`src/rtl/sound_pkg.sv`:
```
// Shared constants for the sound path: lead-voice note periods at 50 MHz,
// pattern entry field layout and the sequencer state encoding.
package sound_pkg;

  localparam int unsigned NOTE_W    = 24;
  localparam int unsigned FIELD_W   = 4;
  localparam int unsigned GATE_LSB  = 0;
  localparam int unsigned NOTE_LSB  = 4;
  localparam logic [3:0]  NOTE_REST = 4'hF;

  typedef enum logic {
    ST_IDLE = 1'b0,
    ST_RUN  = 1'b1
  } state_t;

  // Equal-tempered C4..D5 periods in 50 MHz clock cycles.
  function automatic logic [NOTE_W-1:0] note_period(input logic [FIELD_W-1:0] idx);
    logic [NOTE_W-1:0] p;
    case (idx)
      4'd0:    p = NOTE_W'(191110);
      4'd1:    p = NOTE_W'(180388);
      4'd2:    p = NOTE_W'(170265);
      4'd3:    p = NOTE_W'(160705);
      4'd4:    p = NOTE_W'(151685);
      4'd5:    p = NOTE_W'(143172);
      4'd6:    p = NOTE_W'(135139);
      4'd7:    p = NOTE_W'(127551);
      4'd8:    p = NOTE_W'(120395);
      4'd9:    p = NOTE_W'(113636);
      4'd10:   p = NOTE_W'(107259);
      4'd11:   p = NOTE_W'(101239);
      4'd12:   p = NOTE_W'(95556);
      4'd13:   p = NOTE_W'(90193);
      4'd14:   p = NOTE_W'(85131);
      default: p = '0;
    endcase
    return p;
  endfunction

endpackage

```
`src/rtl/step_timer.sv`:
```
// Loadable step down-counter: loads L-1 = ((tempo+1) << TICK_SHIFT) - 1 and
// reports expiry plus whether the next count value falls inside the gap window.
module step_timer #(
  parameter int unsigned TICK_SHIFT = 16,
  parameter int unsigned GAP_CYCLES = 16384
) (
  input  logic       clk,
  input  logic       rst_n,
  input  logic       load,
  input  logic       run,
  input  logic [7:0] tempo,
  output logic       expire,
  output logic       in_gap
);

  localparam int unsigned CNT_W = 8 + TICK_SHIFT;

  logic [CNT_W-1:0] count;
  logic [CNT_W-1:0] count_nxt;

  // (tempo+1) << TICK_SHIFT minus one is tempo followed by TICK_SHIFT ones.
  always_comb begin
    count_nxt = count;
    if (load) begin
      count_nxt = {tempo, {TICK_SHIFT{1'b1}}};
    end else if (run && (count != '0)) begin
      count_nxt = count - CNT_W'(1);
    end
  end

  always_ff @(posedge clk or negedge rst_n) begin
    if (!rst_n) begin
      count <= '0;
    end else begin
      count <= count_nxt;
    end
  end

  assign expire = (count == '0);
  // Evaluated on the value the counter takes this edge, so a registered gate lines up with it.
  assign in_gap = (count_nxt < CNT_W'(GAP_CYCLES));

endmodule

```
`src/rtl/note_sequencer.sv`:
```
// Pattern sequencer: plays a RAM of gate masks / lead notes, one step per
// tempo-derived interval, driving the voice gates and the lead pwm period.
module note_sequencer
  import sound_pkg::*;
#(
  parameter int unsigned NUM_STEPS  = 16,
  parameter int unsigned PERIOD_W   = 24,
  parameter int unsigned TICK_SHIFT = 16,
  parameter int unsigned GAP_CYCLES = 16384,
  localparam int unsigned STEP_W    = $clog2(NUM_STEPS)
) (
  input  logic                clk,
  input  logic                rst_n,
  input  logic                start,
  input  logic                stop,
  input  logic                loop,
  input  logic                gap_en,
  input  logic [7:0]          tempo,
  input  logic                wr_en,
  input  logic [STEP_W-1:0]   wr_addr,
  input  logic [7:0]          wr_data,
  output logic [3:0]          gate,
  output logic [PERIOD_W-1:0] lead_period,
  output logic [PERIOD_W-1:0] lead_compare,
  output logic [STEP_W-1:0]   step_idx,
  output logic                step_pulse,
  output logic                running
);

  localparam logic [STEP_W-1:0] LAST_STEP = STEP_W'(NUM_STEPS - 1);

  state_t              state;
  state_t              state_nxt;
  logic                load;
  logic [STEP_W-1:0]   load_idx;
  logic                expire;
  logic                in_gap;

  logic [7:0]          ram [NUM_STEPS];
  logic [7:0]          entry;
  logic [3:0]          mask_q;
  logic [3:0]          mask_nxt;
  logic [3:0]          gate_nxt;
  logic [PERIOD_W-1:0] period_nxt;
  logic [PERIOD_W-1:0] compare_nxt;
  logic [STEP_W-1:0]   idx_nxt;
  logic                pulse_nxt;

  step_timer #(
    .TICK_SHIFT (TICK_SHIFT),
    .GAP_CYCLES (GAP_CYCLES)
  ) u_step_timer (
    .clk    (clk),
    .rst_n  (rst_n),
    .load   (load),
    .run    (state == ST_RUN),
    .tempo  (tempo),
    .expire (expire),
    .in_gap (in_gap)
  );

  // Next state and step-load decision; stop beats both start and expiry.
  always_comb begin
    state_nxt = state;
    load      = 1'b0;
    load_idx  = (state == ST_RUN) ? STEP_W'(step_idx + STEP_W'(1)) : '0;
    case (state)
      ST_IDLE: begin
        if (start && !stop) begin
          state_nxt = ST_RUN;
          load      = 1'b1;
        end
      end
      ST_RUN: begin
        if (stop) begin
          state_nxt = ST_IDLE;
        end else if (expire) begin
          if ((step_idx == LAST_STEP) && !loop) begin
            state_nxt = ST_IDLE;
          end else begin
            load = 1'b1;
          end
        end
      end
      default: begin
        state_nxt = ST_IDLE;
      end
    endcase
  end

  // Output next values; the RAM read sees pre-write data for same-cycle writes.
  always_comb begin
    entry       = ram[load_idx];
    mask_nxt    = mask_q;
    period_nxt  = lead_period;
    compare_nxt = lead_compare;
    idx_nxt     = step_idx;
    pulse_nxt   = 1'b0;
    gate_nxt    = '0;
    if (load) begin
      idx_nxt   = load_idx;
      pulse_nxt = 1'b1;
      mask_nxt  = entry[GATE_LSB +: FIELD_W];
      if (entry[NOTE_LSB +: FIELD_W] == NOTE_REST) begin
        mask_nxt[3] = 1'b0;
      end else begin
        period_nxt  = PERIOD_W'(note_period(entry[NOTE_LSB +: FIELD_W]));
        compare_nxt = period_nxt >> 1;
      end
    end
    if ((state_nxt == ST_RUN) && !(gap_en && in_gap)) begin
      gate_nxt = mask_nxt;
    end
  end

  always_ff @(posedge clk or negedge rst_n) begin
    if (!rst_n) begin
      state        <= ST_IDLE;
      mask_q       <= '0;
      gate         <= '0;
      lead_period  <= '0;
      lead_compare <= '0;
      step_idx     <= '0;
      step_pulse   <= 1'b0;
      running      <= 1'b0;
      for (int i = 0; i < int'(NUM_STEPS); i++) begin
        ram[i] <= '0;
      end
    end else begin
      state        <= state_nxt;
      mask_q       <= mask_nxt;
      gate         <= gate_nxt;
      lead_period  <= period_nxt;
      lead_compare <= compare_nxt;
      step_idx     <= idx_nxt;
      step_pulse   <= pulse_nxt;
      running      <= (state_nxt == ST_RUN);
      if (wr_en) begin
        ram[wr_addr] <= wr_data;
      end
    end
  end

endmodule

```
`config.mk`:
```
export PLATFORM = sky130hd
export DESIGN_NAME = note_sequencer
export DESIGN_NICKNAME = d
export VERILOG_FILES = /design/src/rtl/sound_pkg.sv /design/src/rtl/step_timer.sv /design/src/rtl/note_sequencer.sv
export SDC_FILE = /design/constraint.sdc
export NUM_CORES = 1
export LEC_CHECK = 0
export ABC_AREA = 1
export BUFFER_PORTS_ARGS = -buffer_cell sky130_fd_sc_hd__buf_2
export CELL_PAD_IN_SITES_DETAIL_PLACEMENT = 0
export CELL_PAD_IN_SITES_GLOBAL_PLACEMENT = 1
export CORE_MARGIN = 8
export CORE_UTILIZATION = 39
export DETAILED_ROUTE_END_ITERATION = 10
export PLACE_DENSITY = 0.74
export SLEW_MARGIN = 20
export SYNTH_ARGS = -nofsm -noshare
export SYNTH_HDL_FRONTEND = slang
export SYNTH_SLANG_ARGS = --single-unit
```
`constraint.sdc`:
```
create_clock -name clk -period 3 [get_ports clk]
set_input_delay 0.6 -clock clk [delete_from_list [all_inputs] [get_ports clk]]
set_output_delay 0.6 -clock clk [all_outputs]
set_load 0.03 [all_outputs]
```
==> results of run 1 <==
==> cells in the final DEF (no fill, tap or decap), types with 9 or more instances in the layout <==
master / count
nand2_1: 336
conb_1: 13
o21ai_0: 199
buf_4: 27
nor2_1: 130
nand2_2: 11
inv_1: 63
a21oi_1: 20
clkbuf_16: 17
ha_1: 9
o22ai_1: 10
o211ai_1: 17
dfrtp_1: 183
buf_2: 70
nand3_1: 80
==> worst max-delay path, stage by stage, from the launching register on <==
cell and delay (ns):
dfrtp_2 0.45, ha_1 0.32, nand2_2 0.17, buf_4 0.20, nor2_1 0.06, o21ai_0 0.07, o211ai_1 0.10, o211ai_1 0.13
nand2_2 0.17, ha_1 0.26, nand2_2 0.10, nand2_2 0.08, nand2_4 0.22, inv_2 0.15, nand2_1 0.08, o21ai_0 0.07
==> state kept, by name (all words and copies together), names as in the netlist <==
signal / cells
step_idx: 4
lead_compare: 1
lead_period: 17
u_step_timer.count: 24
state: 1
step_pulse: 1
ram: 128
mask_q: 4
gate: 4
==> worst max-delay path by stage <==
stage | cells after the start | from | end
floorplan | 17 | step_idx[0]$_DFFE_PN0P_ | lead_period[13]$_DFFE_PN0P_
global placement | 17 | step_idx[0]$_DFFE_PN0P_ | lead_compare[16]$_DFFE_PN0P_
detailed placement | 15 | step_idx[0]$_DFFE_PN0P_ | lead_compare[16]$_DFFE_PN0P_
CTS | 15 | step_idx[0]$_DFFE_PN0P_ | lead_compare[16]$_DFFE_PN0P_
global route | 19 | step_idx[0]$_DFFE_PN0P_ | lead_period[13]$_DFFE_PN0P_
finish | 15 | step_idx[0]$_DFFE_PN0P_ | lead_compare[16]$_DFFE_PN0P_
==> cells in the mapped netlist, types with 2 or more instances <==
master / n / share of area [%]
nand2_1: 336 / 14
o21ai_0: 199 / 11
dfrtp_1: 184 / 49
nor2_1: 130 / 5.2
nand3_1: 80 / 4.3
inv_1: 63 / 2.5
buf_4: 38 / 3.1
clkbuf_1: 30 / 1.2
a21oi_1: 20 / 1.1
o211ai_1: 17 / 1.4
buf_2: 13 / 0.70
nand2_2: 12 / 0.81
o22ai_1: 10 / 0.67
ha_1: 9 / 1.2
inv_2: 8 / 0.32
o21ai_1: 8 / 0.43
or2_2: 8 / 0.54
nand4_1: 7 / 0.47
buf_6: 5 / 0.61
o221ai_1: 3 / 0.28
a31oi_1: 2 / 0.13
nand3b_1: 2 / 0.16
nor2_4: 2 / 0.24
==> through the flow <==
stage                     instance area, um2  setup WS (ns)
final                                  10500          0.263
after global routing                   10500        0.00120
after CTS                              10400          0.111
after detailed placement                9830          0.124
after global placement                  9830          0.186
after floorplan                         9350          0.204
==> layer usage <==
| layer | share of wire [%] | global-route usage [%] | up-vias |
|---|---|---|---|
| li1 | - | - | 3960 |
| met1 | 49 | 25.0 | 3754 |
| met2 | 45 | 29.2 | 163 |
| met3 | 4.5 | 2.90 | 21 |
| met4 | 1.3 | 4.35 | 0 |
| met5 | 0 | 0 | - |
==> cell type report <==
class                   count  area [um2]
fillers                  2458       13000
flip-flops and latches    184        4610
multi-input cells         866        3960
repair buffers            101         627
clock buffers              17         425
well taps                 319         399
inverters                  72         277
clock inverters            15         184
==> power groups by stage <==
| stage | Combinational [W] | Clock [W] | Sequential (W) |
|---|---|---|---|
| global placement | 0.00452 | 0 | 0.00359 |
| detailed placement | 0.00453 | 0 | 0.00360 |
| CTS | 0.00455 | 0.00239 | 0.00356 |
| global route | 0.00513 | 0.00249 | 0.00365 |
| finish | 0.00455 | 0.00235 | 0.00356 |
| floorplan | 0.00312 | 0 | 0.00379 |
==> what timing repair did <==
action | in CTS | in global routing
resized for setup | 0 | 4
setup endpoints to repair | 0 | 17
endpoints found under the hold margin | 0 | 0
setup buffers | 0 | 1
==> kinds of logic (layout without fill, tap and decap cells) <==
kind of cell	after synthesis	in the layout	synth area share, %
adder cells (fa/ha/maj)	9	9	1.21
AO/OA/AOI/OAI	263	263	15.1
AND/OR/NAND/NOR	579	579	25.5
buffers and inverters	159	205	8.54
flip-flops	184	184	49.5
other	1	13	0.0403
XOR/XNOR	2	2	0.188
==> flow_metrics.env, run 1 <==
export IMPL_layout_min_cycle_time_ns=2.74
export IMPL_dp_cells=1541
export IMPL_cts_sinks=184
export IMPL_layoutNonFillerInstCount=1574
export IMPL_setup_viol=0
export IMPL_cts_buffer_depth=2
export IMPL_root_buffer="clkbuf_16"
export IMPL_ys_ff_latch=184
export IMPL_hold_viol=0
export IMPL_area_delta_synth_final_pct=12.6
export IMPL_clk_insertion_delay_late_ns=0.44
export IMPL_hold_class="in -> async"
export IMPL_vias=7898
export IMPL_grt_pass1_vias=7748
export IMPL_wl_um=25200
export IMPL_grt_overflow_total=0
export IMPL_power_share_sequential_pct=34.0
export IMPL_post_synth_num_cell_types=34
export IMPL_finalCritPeriodShare_pct=91.2
export IMPL_relSlewSlack_pct=54.7
export IMPL_grt_max_degree=70
export IMPL_drc=0
export IMPL_synthArstFlopShare_pct=100
export IMPL_crit_required_ns=3.31
export IMPL_status="completed"
export IMPL_cts_tree="built"
export IMPL_ir_worst_vdd_uv=443
export IMPL_tns_ns=0
export IMPL_crit_fanout=21
export IMPL_portBuffers=71
export IMPL_synth_main_ff_cell="dfrtp_1"
export IMPL_r2r_cells=15
export IMPL_core_area_mm2=0.0235
export IMPL_syn_area_mm2=0.00930
export IMPL_final_max_slew_viol_count=0
export IMPL_start_kind="register"
export IMPL_ioPinCount=85
export IMPL_final_layout_size_suffix_gt1_share_pct=13.4
export IMPL_pwr_density_cell_mw_per_mm2=998
export IMPL_detailed_place_hpwl_um=17800
export IMPL_htreeDepth=4
export IMPL_internal_power_w=0.00586
export IMPL_drv_cap=0
export IMPL_reg2reg_to="lead_compare[16]$_DFFE_PN0P_"
export IMPL_start_util_pct=39.6
export IMPL_arrival_ns=3.05
export IMPL_path_clk_slew_ns=0.08
export IMPL_antenna_found_initial=0
export IMPL_fin_nets=1278
export IMPL_die_area_mm2=0.0291
export IMPL_worstMarginPinSlew_ns=0.678
export IMPL_timing_fmax_mhz=365
export IMPL_rsz0062_at_grt="no"
export IMPL_p_leak_nw=4.97
export IMPL_worst_hold_slack_ns=0.166
export IMPL_dieWidth_um=170
export IMPL_vias_per_cell=5.02
export IMPL_combPwrFrac_pct=43.6
export IMPL_drt_first_pass_iters=5
export IMPL_swShare_pct=44.0
export IMPL_globalplace_congestion=0.860
export IMPL_postLayoutCoreUtil_pct=44.6
export IMPL_postSynthAreaPerCell_um2=7.77
export IMPL_groute_usage_overall_pct=18.1
export IMPL_clock_power_share_pct=22.4
export IMPL_diodes=0
export IMPL_drtIter0Drc=655
export IMPL_r2r_setup_slack_ns=0.26
export IMPL_cts_buffers=17
export IMPL_yosysWarnings=0
export IMPL_holdBufCountCts=0
export IMPL_row_count=56
export IMPL_fin_skew_ns=0.00935
export IMPL_synthCells=1197
export IMPL_rr_startpoint="step_idx[0]$_DFFE_PN0P_"
export IMPL_power_switching_w=0.00460
export IMPL_grt_pass1_wl_um=41800
export IMPL_p_total_w=0.0105
export IMPL_route_detailed_wl_per_inst_um=16.0
export IMPL_synth_edff_count=0
export IMPL_endpoint_kind="register"
export IMPL_critPathKind="reg -> reg"
export IMPL_drtAntennaViolNets=0
export IMPL_fp_dieH_um=170
export IMPL_ys_seq_area_share_pct=49.5
Power figures use the tool's default switching activity.
==> run 2, diff against run 1 <==
--- a/config.mk
+++ b/config.mk
@@ -5,14 +5,13 @@
 export SDC_FILE = /design/constraint.sdc
 export NUM_CORES = 1
 export LEC_CHECK = 0
-export ABC_AREA = 1
 export BUFFER_PORTS_ARGS = -buffer_cell sky130_fd_sc_hd__buf_2
 export CELL_PAD_IN_SITES_DETAIL_PLACEMENT = 0
 export CELL_PAD_IN_SITES_GLOBAL_PLACEMENT = 1
 export CORE_MARGIN = 8
 export CORE_UTILIZATION = 39
 export DETAILED_ROUTE_END_ITERATION = 10
-export PLACE_DENSITY = 0.74
+export PLACE_DENSITY = 0.69
 export SLEW_MARGIN = 20
 export SYNTH_ARGS = -nofsm -noshare
 export SYNTH_HDL_FRONTEND = slang
==> constraint.sdc (replaced) <==
create_clock -name clk -period 2.9 [get_ports clk]
set_input_delay 0.58 -clock clk [delete_from_list [all_inputs] [get_ports clk]]
set_output_delay 0.58 -clock clk [all_outputs]
set_load 0.03 [all_outputs]
==> run 2 against run 1 <==
  * The flow now finishes with violations (setup timing)
  * Clock power grew 3%
  * Clock skew grew 0.0045 ns
  * Sequential power grew 1%
  * Critical path depth shrank 5
  * Combinational power grew 4%
  * Register-to-register slack lost 0.38 ns
  * Worst setup slack lost 0.38 ns
  * Sequential share of layout area shrank 2.9 points
  * Power grew 2.8%
  * Flip-flop and latch count is the same
  * Maximum frequency shrank 9.1%
  * Area after synthesis shrank 0.48%
  * Largest cell class unchanged
  * Largest power group unchanged
  * Highest routed layer unchanged
==> flow_metrics.env, run 2 <==
export IMPL_status="complete, but fails checks"
export IMPL_violations="setup timing"
export IMPL_grt_pass1_vias=6737
export IMPL_groute_usage_overall_pct=17.2
export IMPL_synth_compound_area_share_pct=9.95
export IMPL_layout_min_cycle_time_ns=3.01
export IMPL_fin_skew_ns=0.0138
export IMPL_synth_top_area_cell="dfrtp_1"
export IMPL_timing_fmax_mhz=332
export IMPL_synth_edff_count=0
export IMPL_portBuffers=71
export IMPL_drtIter0Drc=328
export IMPL_rsz0062_at_grt="yes"
export IMPL_hold_class="in -> async"
export IMPL_max_stage_delay_ns=0.60
export IMPL_synth_fa_ha_area_share_pct=1.22
export IMPL_worstMarginPinSlew_ns=0.711
export IMPL_dp_cells=1194
export IMPL_ys_ff_latch=184
export IMPL_area_delta_synth_final_pct=21.0
export IMPL_grt_pass1_wl_um=38700
export IMPL_top_register="ram"
export IMPL_grt_overflow_total=0
export IMPL_synth_top_family_by_area="multiplexers"
export IMPL_fillers=2200
export IMPL_dieWidth_um=170
export IMPL_drt_first_pass_iters=6
export IMPL_largestRegisters="ram: 128 flops, u_step_timer.count: 24 flops, lead_period: 17 flops"
export IMPL_worst_slack_ns=-0.112
export IMPL_layoutNonFillerInstCount=1231
export IMPL_relSlewSlack_pct=52.6
export IMPL_worst_path_max_delay_cell="mux4_2"
export IMPL_finalCritPeriodShare_pct=104
export IMPL_drv_cap=0
export IMPL_synth_mux_area_share_pct=21.6
export IMPL_grt_max_degree=73
export IMPL_synth_area_top_cells="dfrtp_1 50%, mux2_2 16%, nand2_1 3.1%"
export IMPL_wl_met2_um=11000
export IMPL_drc=0
export IMPL_die_area_mm2=0.0289
export IMPL_detailed_place_hpwl_um=16400
export IMPL_yosysWarnings=0
export IMPL_place_ws_ns=-0.279
export IMPL_root_buffer="clkbuf_16"
export IMPL_globalplace_congestion=0.792
export IMPL_cts_tree="built"
export IMPL_post_synth_num_cell_types=68
export IMPL_syn_area_mm2=0.00926
export IMPL_endpoint_kind="register"
export IMPL_synth_simple_area_share_pct=10.4
export IMPL_setup_viol=12
export IMPL_drtAntennaViolNets=0
export IMPL_start_kind="register"
export IMPL_fp_dieH_um=170
export IMPL_arrival_ns=3.33
export IMPL_p_leak_nw=4.76
export IMPL_rr_startpoint="step_idx[1]$_DFFE_PN0P_"
export IMPL_final_cell_mix="182 x dfrtp_1, 131 x mux2_2, 78 x buf_4, 75 x nand2_1, 70 x buf_2"
export IMPL_final_common_cell="dfrtp_1"
export IMPL_vias_per_cell=5.26
export IMPL_fin_nets=935
export IMPL_largest_reg_flops=128
export IMPL_wl_um=23900
export IMPL_pwr_density_cell_mw_per_mm2=959
export IMPL_synth_most_common_cell="dfrtp_1"
export IMPL_r2r_cells=10
export IMPL_wl_met3_um=1240
export IMPL_crit_required_ns=3.22
export IMPL_row_count=56
export IMPL_reg2reg_to="lead_period[6]$_DFFE_PN0P_"
export IMPL_worst_hold_slack_ns=0.0652
export IMPL_htreeDepth=4
export IMPL_hold_viol=0
export IMPL_r2r_setup_slack_ns=-0.11
export IMPL_crit_path_cell_trace="ha_4 -> xor2_2 -> and2_4 -> mux4_2 -> mux4_2 -> ha_4 -> nand4_1 -> buf_4 -> nand2_2 -> a221o_1"
export IMPL_postSynthAreaPerCell_um2=11.8
export IMPL_synthCells=784
export IMPL_core_area_mm2=0.0234
export IMPL_ir_worst_vdd_uv=404
export IMPL_antenna_found_initial=0
export IMPL_synthArstFlopShare_pct=100
export IMPL_yosys_top_cells_count="184 x dfrtp_1, 131 x mux2_2, 76 x nand2_1"
export IMPL_holdBufCountCts=0
export IMPL_ioPinCount=85
export IMPL_final_max_slew_viol_count=0
export IMPL_drt_met1_wl_um=11400
export IMPL_final_layout_size_suffix_gt1_share_pct=40.9
export IMPL_clk_insertion_delay_late_ns=0.44
export IMPL_crit_fanout=5
export IMPL_cts_sinks=184
export IMPL_vias=6481
export IMPL_synth_main_ff_cell="dfrtp_1"
export IMPL_diodes=0
export IMPL_ys_seq_area_share_pct=49.7
export IMPL_synth_xor_area_share_pct=2.08
export IMPL_cts_buffers=17
export IMPL_path_clk_slew_ns=0.08
export IMPL_synth_top_area_share_pct=49.7
export IMPL_cts_buffer_depth=2
export IMPL_routed_top_layer="met4"
export IMPL_route_detailed_wl_per_inst_um=19.4
export IMPL_critPathKind="reg -> reg"
export IMPL_start_util_pct=39.6
[run 2: worst max-delay path by stage]
stage,from,slack (ns),cells after the start,end
floorplan,step_idx[1]$_DFFE_PN0P_,-0.27,12,lead_period[6]$_DFFE_PN0P_
global placement,step_idx[1]$_DFFE_PN0P_,-0.19,10,lead_period[1]$_DFFE_PN0P_
detailed placement,step_idx[1]$_DFFE_PN0P_,-0.28,10,lead_period[1]$_DFFE_PN0P_
CTS,step_idx[0]$_DFFE_PN0P_,-0.09,11,lead_period[1]$_DFFE_PN0P_
global route,step_idx[1]$_DFFE_PN0P_,-0.23,11,lead_period[0]$_DFFE_PN0P_
finish,step_idx[1]$_DFFE_PN0P_,-0.11,10,lead_period[6]$_DFFE_PN0P_
[run 2: cells by family after synthesis]
kind of cell | count (synthesis)
and+or+nand+nor | 192
DFF | 184
muxes | 164
AOI/OAI and AO/OA | 127
buffers and inverters | 85
xor gates and xnor gates | 22
adders and majority gates | 9
other | 1
[run 2: cell type report]
cell class / instances / area, um2 / share of cell area (%)
clock buffers: 17 / 425 / 3.80
clock inverters: 15 / 200 / 1.79
inverters: 8 / 32.5 / 0.290
multi-input cells: 527 / 4410 / 39.4
flip-flops and latches: 184 / 4610 / 41.1
well taps: 319 / 399 / 3.56
repair buffers: 161 / 1130 / 10.1
[run 2: power by group]
part	total [W]	leakage, nW	switching, W	internal [W]
registers	0.00361	2.21	0.000393	0.00321
clock network	0.00242	0.297	0.00117	0.00125
logic	0.00472	2.26	0.00261	0.00211
[run 2: critical path: cells and delay by family, from the launching register on]
family,cells,cell delay [ns]
xor gates and xnor gates,1,0.14
DFF,1,0.43
and+or+nand+nor,3,0.36
AOI/OAI and AO/OA,1,0.34
adders and majority gates,2,0.39
buffers and inverters,1,0.14
muxes,2,1.09
[run 2: through the flow]
step | cell area (um2) | power (W) | utilization [%] | TNS, ns
2_1_floorplan | 9360 | 0.00668 | - | -3.21
3_3_place_gp | 10400 | 0.00808 | 44.3 | -2.17
3_5_place_dp | 10400 | 0.00812 | 44.3 | -3.64
4_1_cts | 11100 | 0.0107 | 47.6 | -0.845
5_1_grt | 11200 | 0.0114 | 47.9 | -3.29
6_report | 11200 | 0.0107 | 47.9 | -0.931
[run 2: what timing repair did]
item | in CTS | in global routing
resized for setup | 26 | 11
pin swaps | 12 | 4
setup endpoints to repair | 24 | 24
buffers inserted | 5 | 1
[run 2: layer usage]
layer  track usage (%)  vias to the layer above
li1                  -                     3051
met2              26.8                      127
met4              3.85                        0
met3              4.29                       17
met1              23.8                     3286
met5                 0                        -
==> run 3, diff against run 2 <==
==> constraint.sdc (replaced) <==
create_clock -name clk -period 3.1 [get_ports clk]
set_input_delay 0.62 -clock clk [delete_from_list [all_inputs] [get_ports clk]]
set_output_delay 0.62 -clock clk [all_outputs]
set_load 0.03 [all_outputs]
==> run 3 against run 2 <==
  * The run now ends clean
  * Power down 10%
  * Die area unchanged
  * Clock skew is 0.0035 ns higher
  * Highest routed layer unchanged
  * Utilization shrank 1.3 points
  * Register-to-register slack improved by 0.16 ns
  * Critical path depth unchanged
  * Via count barely moved
  * Sequential share of layout area grew 1.1 points
==> flow_metrics.env, run 3 (synthesis results as in run 2) <==
export IMPL_worstMarginPinSlew_ns=0.708
export IMPL_groute_usage_overall_pct=16.8
export IMPL_largest_reg_flops=128
export IMPL_rsz0062_at_grt="yes"
export IMPL_route_detailed_wl_per_inst_um=19.3
export IMPL_max_stage_delay_ns=0.58
export IMPL_relSlewSlack_pct=52.8
export IMPL_vias=6483
export IMPL_r2r_setup_slack_ns=0.05
export IMPL_clk_insertion_delay_late_ns=0.44
export IMPL_crit_fanout=5
export IMPL_globalplace_congestion=0.847
export IMPL_area_delta_synth_final_pct=17.8
export IMPL_finalCritPeriodShare_pct=98.4
export IMPL_grt_util_met1_pct=23.6
export IMPL_grt_overflow_total=0
export IMPL_worst_slack_ns=0.0493
export IMPL_cts_buffer_depth=2
export IMPL_fp_dieH_um=170
export IMPL_timing_fmax_mhz=328
export IMPL_postPlaceCellArea_mm2=0.0102
export IMPL_p_leak_nw=4.64
export IMPL_portBuffers=71
export IMPL_final_max_slew_viol_count=0
export IMPL_arrival_ns=3.38
export IMPL_antenna_found_initial=1
export IMPL_hold_viol=0
export IMPL_fin_skew_ns=0.0174
export IMPL_cpMostUsedCell="mux4_2"
export IMPL_vias_per_cell=5.34
export IMPL_start_kind="register"
export IMPL_grtUsageMet2_pct=26.1
export IMPL_worst_path_max_delay_cell="mux4_2"
export IMPL_row_count=56
export IMPL_largestRegisters="ram: 128 flops, u_step_timer.count: 24 flops, lead_period: 17 flops"
export IMPL_crit_path_cell_trace="ha_4 -> xor2_2 -> and2_4 -> mux4_2 -> mux4_2 -> ha_2 -> inv_1 -> nor2_1 -> o311a_1 -> a22o_1"
export IMPL_path_clk_slew_ns=0.08
export IMPL_rr_startpoint="step_idx[0]$_DFFE_PN0P_"
export IMPL_detailed_place_hpwl_um=16400
export IMPL_start_util_pct=39.6
export IMPL_top_usage_layer="met2"
export IMPL_grt_max_degree=73
export IMPL_pwr_density_cell_mw_per_mm2=887
export IMPL_ir_worst_vdd_uv=422
export IMPL_cts_sinks=184
export IMPL_final_area_mm2=0.0109
export IMPL_root_buffer="clkbuf_16"
export IMPL_wl_um=23500
export IMPL_final_layout_size_suffix_gt1_share_pct=38.4
export IMPL_crit_required_ns=3.43
export IMPL_top_register="ram"
export IMPL_cts_tree="built"
export IMPL_dieWidth_um=170
export IMPL_final_common_cell="dfrtp_1"
export IMPL_grt_pass1_wl_um=38000
export IMPL_ioPinCount=85
export IMPL_setup_viol=0
export IMPL_reg2reg_to="lead_period[1]$_DFFE_PN0P_"
export IMPL_drt_first_pass_iters=4
export IMPL_drtIter0Drc=457
export IMPL_hold_class="in -> async"
export IMPL_grt_use_met3_pct=3.75
export IMPL_drc=0
export IMPL_r2r_cells=10
export IMPL_status="completed"
export IMPL_final_cell_mix="182 x dfrtp_1, 131 x mux2_2, 76 x nand2_1, 70 x buf_2, 69 x buf_4"
export IMPL_drv_cap=0
export IMPL_critPathKind="reg -> reg"
export IMPL_die_area_mm2=0.0289
export IMPL_layout_min_cycle_time_ns=3.05
export IMPL_place_ws_ns=-0.0734
export IMPL_core_area_mm2=0.0234
export IMPL_fillers=2184
export IMPL_htreeDepth=4
export IMPL_drtAntennaViolNets=0
export IMPL_endpoint_kind="register"
export IMPL_worst_hold_slack_ns=0.190
export IMPL_fin_nets=918
export IMPL_grt_pass1_vias=6653
export IMPL_cts_buffers=17
[run 3: how the worst max path moves through the flow]
stage | from | end | slack, ns | cells after the start
2_1_floorplan | step_idx[1]$_DFFE_PN0P_ | lead_period[6]$_DFFE_PN0P_ | -0.07 | 12
3_3_place_gp | step_idx[1]$_DFFE_PN0P_ | lead_period[1]$_DFFE_PN0P_ | -0.01 | 10
3_5_place_dp | step_idx[1]$_DFFE_PN0P_ | lead_period[1]$_DFFE_PN0P_ | -0.07 | 10
4_1_cts | step_idx[1]$_DFFE_PN0P_ | lead_period[1]$_DFFE_PN0P_ | 0.001 | 10
5_1_grt | step_idx[0]$_DFFE_PN0P_ | lead_period[1]$_DFFE_PN0P_ | -0.06 | 10
6_report | step_idx[0]$_DFFE_PN0P_ | lead_period[1]$_DFFE_PN0P_ | 0.05 | 10
[run 3: timing repair]
| action | in CTS | in global routing |
|---|---|---|
| gates resized for setup | 2 | 9 |
| endpoints found under the setup margin | 13 | 16 |
| gates cloned | 0 | 0 |
| pin swaps | 0 | 4 |
| hold buffers | 0 | 0 |
| setup buffers | 0 | 3 |
[run 3: cell type report]
| class | count | area [um2] | area share (%) |
|---|---|---|---|
| Sequential cell | 184 | 4610 | 42.2 |
| Timing Repair Buffer | 144 | 945 | 8.66 |
| Antenna cell | 1 | 2.50 | 0.0229 |
| Multi-Input combinational cell | 527 | 4310 | 39.5 |
| Clock buffer | 18 | 439 | 4.03 |
| Tap cell | 319 | 399 | 3.66 |
| Clock inverter | 14 | 173 | 1.58 |
| Inverter | 8 | 32.5 | 0.298 |
[run 3: metrics by stage]
stage | total power (W) | std cells | util [%] | setup TNS (ns)
6_report | 0.00967 | 1215 | 46.6 | 0
5_1_grt | 0.0103 | 1214 | 46.6 | -0.412
4_1_cts | 0.00966 | 1211 | 46.3 | 0
3_5_place_dp | 0.00743 | 1179 | 43.7 | -0.248
3_3_place_gp | 0.00739 | 1179 | 43.7 | -0.0130
2_1_floorplan | 0.00625 | 796 | - | -0.202
[run 3: routing by layer]
metal / up-vias / share of wire, % / wire length, um
li1: 3022 / - / -
met1: 3302 / 48 / 11300
met2: 142 / 46 / 10800
met3: 17 / 5.2 / 1220
met4: 0 / 0.99 / 233
met5: - / 0 / 0
[run 3: critical path: cells and delay by family, from the launching register on]
kind	cells	cell delay, ns
muxes	2	1.07
DFF	1	0.43
adders and majority gates	2	0.40
AOI/OAI and AO/OA	2	0.53
and+or+nand+nor	2	0.26
buffers and inverters	1	0.08
xor gates and xnor gates	1	0.18
[run 3: power by group]
| part | internal, W | leakage (nW) | switching [W] | total (W) |
|---|---|---|---|---|
| Sequential | 0.00301 | 2.21 | 0.000361 | 0.00337 |
| Clock | 0.00112 | 0.297 | 0.00110 | 0.00221 |
| Combinational | 0.00177 | 2.14 | 0.00232 | 0.00409 |
| Total | 0.00590 | 4.64 | 0.00378 | 0.00967 |
